[src/rtl/encoder_8to3_event.sv]
// Edge-detecting 8-to-3 event encoder with pending bits and a 4-deep FIFO.
// Optional ENCODER_OVF_CNT_EN adds a saturating lost-event counter (ovf_cnt).
module encoder_8to3_event (
   input  logic       clk,
   input  logic       reset_n,
   input  logic [7:0] x,
   input  logic       ready,
   output logic [2:0] y,
   output logic       valid,
   output logic       ovf
`ifdef ENCODER_OVF_CNT_EN
   ,
   output logic [7:0] ovf_cnt
`endif
);

   logic [7:0] x_q;
   logic [7:0] pend;
   logic [2:0] mem [4];
   logic [1:0] wr_ptr;
   logic [1:0] rd_ptr;
   logic [2:0] cnt;

   logic [7:0] rise;
   logic       pop;
   logic       slot;
   logic       push;
   logic [2:0] idx;
   logic [7:0] pend_clr;
   logic [7:0] pend_next;
   logic       lost;
   logic [2:0] cnt_next;
   logic [1:0] rd_next;
   logic [2:0] y_next;

   always_comb begin
      rise = x & ~x_q;
      pop  = valid & ready;
      slot = (cnt != 3'd4) | pop;
      push = (|pend) & slot;
      idx  = 3'd0;
      for (int i = 0; i < 8; i++) begin
         if (pend[i]) idx = 3'(i);
      end
      pend_clr  = push ? (8'd1 << idx) : 8'd0;
      // a rise on a bit being cleared keeps it pending
      pend_next = (pend & ~pend_clr) | rise;
      lost      = |(rise & pend & ~pend_clr);
      cnt_next  = cnt + {2'b00, push} - {2'b00, pop};
      rd_next   = rd_ptr + {1'b0, pop};
      y_next    = 3'd0;
      if (cnt_next != 3'd0) begin
         if (push && (cnt == {2'b00, pop})) y_next = idx;
         else y_next = mem[rd_next];
      end
   end

   always_ff @(posedge clk or negedge reset_n) begin
      if (!reset_n) begin
         x_q    <= 8'hFF;
         pend   <= 8'd0;
         wr_ptr <= 2'd0;
         rd_ptr <= 2'd0;
         cnt    <= 3'd0;
         y      <= 3'd0;
         valid  <= 1'b0;
         ovf    <= 1'b0;
         for (int i = 0; i < 4; i++) mem[i] <= 3'd0;
      end else begin
         x_q    <= x;
         pend   <= pend_next;
         rd_ptr <= rd_next;
         cnt    <= cnt_next;
         y      <= y_next;
         valid  <= (cnt_next != 3'd0);
         ovf    <= lost;
         if (push) begin
            mem[wr_ptr] <= idx;
            wr_ptr      <= wr_ptr + 2'd1;
         end
      end
   end

`ifdef ENCODER_OVF_CNT_EN
   always_ff @(posedge clk or negedge reset_n) begin
      if (!reset_n) ovf_cnt <= 8'd0;
      else if (lost && (ovf_cnt != 8'hFF)) ovf_cnt <= ovf_cnt + 8'd1;
   end
`endif

endmodule

[config.mk]
export PLATFORM = sky130hd
export DESIGN_NAME = encoder_8to3_event
export DESIGN_NICKNAME = d
export VERILOG_FILES = /design/src/rtl/encoder_8to3_event.sv
export SDC_FILE = /design/constraint.sdc
export NUM_CORES = 1
export LEC_CHECK = 0
export BUFFER_PORTS_ARGS = -buffer_cell sky130_fd_sc_hd__buf_2
export CORE_AREA = 4 4 63 65
export CTS_CLUSTER_SIZE = 25
export DETAILED_ROUTE_END_ITERATION = 8
export DIE_AREA = 0 0 67 69
export PLACE_DENSITY = 0.81
export SLEW_MARGIN = 20
export SYNTH_ARGS = -nofsm -noshare
export SYNTH_HDL_FRONTEND = slang
export SYNTH_SLANG_ARGS = --single-unit
[constraint.sdc]
create_clock -name clk -period 4.1 [get_ports clk]
set_clock_uncertainty 0.1 [all_clocks]
set_input_delay 0.82 -clock clk [delete_from_list [all_inputs] [get_ports clk]]
set_output_delay 0.82 -clock clk [all_outputs]
set_load 0.005 [all_outputs]
==> results.sh <==
export IMPL_numCtsBuffers=5
export IMPL_slowest_delay_ps=560
export IMPL_final_hold_viol_count=0
export IMPL_track_usage_pct=16.9
export IMPL_switching_share_pct=34.7
export IMPL_fp_dieW_um=67
export IMPL_p_comb_share_pct=39.6
export IMPL_cp_end_kind="register"
export IMPL_die_height_um=69
export IMPL_switchingPower_uw=511
export IMPL_setup_tns_ps=0
export IMPL_dr_first_iter_drc_count=64
export IMPL_avgViaCountPerCell=5.59
export IMPL_path_cells="nor4_2 > a22oi_1 > buf_4 > nand2_1 > nand2_1 > ha_1 > fa_1 > xnor2_1 > xnor2_1 > nor3_1 > nor2_1"
export IMPL_post_route_drc_count=0
export IMPL_slew_viol_final=0
export IMPL_p_clk_share_pct=17.4
export IMPL_whs_ps=419
export IMPL_synth_area_leaders="dfrtp_1 (43%), dfstp_2 (11%), mux2_2 (4.9%), ha_1 (4.1%), mux4_2 (3.7%)"
export IMPL_critPathTopFamily="simple AND/OR/NAND/NOR gates"
export IMPL_place_hpwl_um=2540
export IMPL_wl_per_cell_um=14.7
export IMPL_status="finished clean"
export IMPL_start_util_pct=55.2
export IMPL_yosysTopAreaCell="dfrtp_1"
export IMPL_critPathMaxFanout=11
export IMPL_p_leak_uw=0.000922
export IMPL_synth_area_um2=1840
export IMPL_finalSetupViolCount=0
export IMPL_grt_max_degree=41
export IMPL_routed_wl_um=3320
export IMPL_synth_commonest_cells="dfrtp_1 (32), nand2_1 (17), inv_1 (15)"
export IMPL_layout_nets=197
export IMPL_p_int_uw=960
export IMPL_cts_hold_buf=0
export IMPL_postSynthCellCount=158
export IMPL_fmax_ghz=0.330
export IMPL_worstSetupPathType="reg -> reg"
export IMPL_maxCapViolations=0
export IMPL_ys_ff_latch=40
export IMPL_synth_top_cell_area_share_pct=43.4
export IMPL_ys_flop_type="dfrtp_1"
export IMPL_core_area_um2=3340
export IMPL_place_gp_congestion=0.829
export IMPL_synthesis_nets=176
export IMPL_portBuffers=15
export IMPL_synth_edf_count=0
export IMPL_seqPwrFrac_pct=43.0
export IMPL_grt_pass1_wl_um=5810
export IMPL_firstDrtPassIters=4
export IMPL_min_path_type="reg -> reg"
export IMPL_area_delta_synth_final_pct=11.5
export IMPL_die_area_um2=4620
export IMPL_worst_path_buf_inv=1
export IMPL_n_antenna_cell=0
export IMPL_worstSkewPairLatency_ps=360
export IMPL_ys_seq_area_share_pct=54.9
export IMPL_async_flop_share_pct=100
export IMPL_cts_tree="yes"
export IMPL_synth_warnings=0
export IMPL_cts_resized=0
export IMPL_fin_crit_sh_pct=73.9
export IMPL_synth_area_per_cell_um2=11.7
export IMPL_post_cts_setup_buffers=0
export IMPL_antenna_left=0
export IMPL_grt_overflow_total=0
export IMPL_rows=21
export IMPL_relSlewSlack_pct=37.2
export IMPL_tightestPinTransition_ps=934
export IMPL_cp_arrival_ps=3170
export IMPL_cts_sinks=40
export IMPL_cpMaxStageDelayCell="nor4_2"
export IMPL_crit_path_start_kind="register"
export IMPL_clkTransAtPathRegs_ps=120
export IMPL_vias=1264
export IMPL_rsz0062_at_grt="false"
export IMPL_cts_max_level=2
export IMPL_fin_crit_ps=3030
export IMPL_drive_above_1_share_pct=25.6
export IMPL_ys_types=40
export IMPL_io_pins=16
export IMPL_yosysMostFrequentCell="dfrtp_1"
export IMPL_required_ps=4240
export IMPL_vdd_drop_max_uv=342
export IMPL_cts_root_buf="clkbuf_4"
export IMPL_grt_antenna_before_repair=0
export IMPL_p_per_area_nw_per_um2=716
export IMPL_cts_max_path_buffers=2
export IMPL_grt_pass1_vias=1314
==> power by group through the flow <==
stage,combinational [µW],clock [µW],sequential (µW)
2_1_floorplan,443,0,617
3_3_place_gp,556,0,627
3_5_place_dp,583,0,642
4_1_cts,587,264,633
5_1_grt,651,282,651
6_report,583,256,633
==> per-layer routing <==
metal  share of wire (%)  global-route usage [%]  vias to the layer above
li1                    -                       -                      606
met1                  43                    21.9                      616
met2                  49                    24.2                       33
met3                 4.9                    4.38                        9
met4                 3.3                    11.5                        0
met5                   0                       0                        -
==> cells by family after synthesis <==
kind of cell               synth area share, %
AOI/OAI and AO/OA                         12.9
xor gates and xnor gates                  1.90
adders and majority gates                 5.16
buffers and inverters                     3.46
DFF                                       54.9
muxes                                     8.55
and+or+nand+nor                           13.2
==> layout make-up <==
| type | count | area (µm²) |
|---|---|---|
| fillers | 283 | 1280 |
| inverters | 15 | 56.3 |
| well taps | 46 | 57.6 |
| flip-flops and latches | 40 | 1010 |
| clock buffers | 5 | 37.5 |
| clock inverters | 3 | 42.5 |
| multi-input cells | 101 | 768 |
| repair buffers | 16 | 82.6 |
==> through the flow <==
stage	util (%)	std cells	total power [µW]	setup WS [ps]	area (µm²)
4_1_cts	61.6	226	1480	1090	2060
5_1_grt	61.6	226	1580	754	2060
6_report	61.6	226	1470	1070	2060
2_1_floorplan	-	158	1060	1290	1840
3_3_place_gp	59.2	218	1180	1180	1980
3_5_place_dp	59.2	218	1220	1100	1980
==> final timing paths <==
path | start | to | slack [ps] | cells past startpoint
max | pend[3]$_DFF_PN0_ | y[2]$_DFF_PN0_ | 1070 | 11
min | mem[3]$_DFFE_PN0P_ | mem[3]$_DFFE_PN0P_ | 420 | 1
max reg2reg | pend[3]$_DFF_PN0_ | y[2]$_DFF_PN0_ | 1070 | 11
min reg2reg | mem[3]$_DFFE_PN0P_ | mem[3]$_DFFE_PN0P_ | 420 | 1
max in group asynchronous | reset_n | mem[2]$_DFFE_PN0P_ | 2920 | 1
min in group asynchronous | reset_n | pend[3]$_DFF_PN0_ | 460 | 1
==> cells in the final DEF, fill, tap and decap left out, drive strengths merged, types with 2 or more instances in the layout <==
cell / count
a2111oi: 2
a21o: 3
a21oi: 2
a22o: 6
a22oi: 2
buf: 16
clkbuf: 5
dfrtp: 32
dfstp: 8
ha: 6
inv: 15
mux2: 8
mux4: 3
nand2: 17
nand2b: 4
nand3: 4
nand3b: 2
nor2: 7
nor4: 4
o21ai: 10
or4: 2
xnor2: 3
==> sequential cells by signal, indices dropped and copies added (netlist names) <==
name and cells:
valid 1, pend 8, y 3, mem 12, wr_ptr 2, cnt 3, ovf 1, rd_ptr 2
x_q 8
Note: power is estimated with default switching activity, not from simulation.
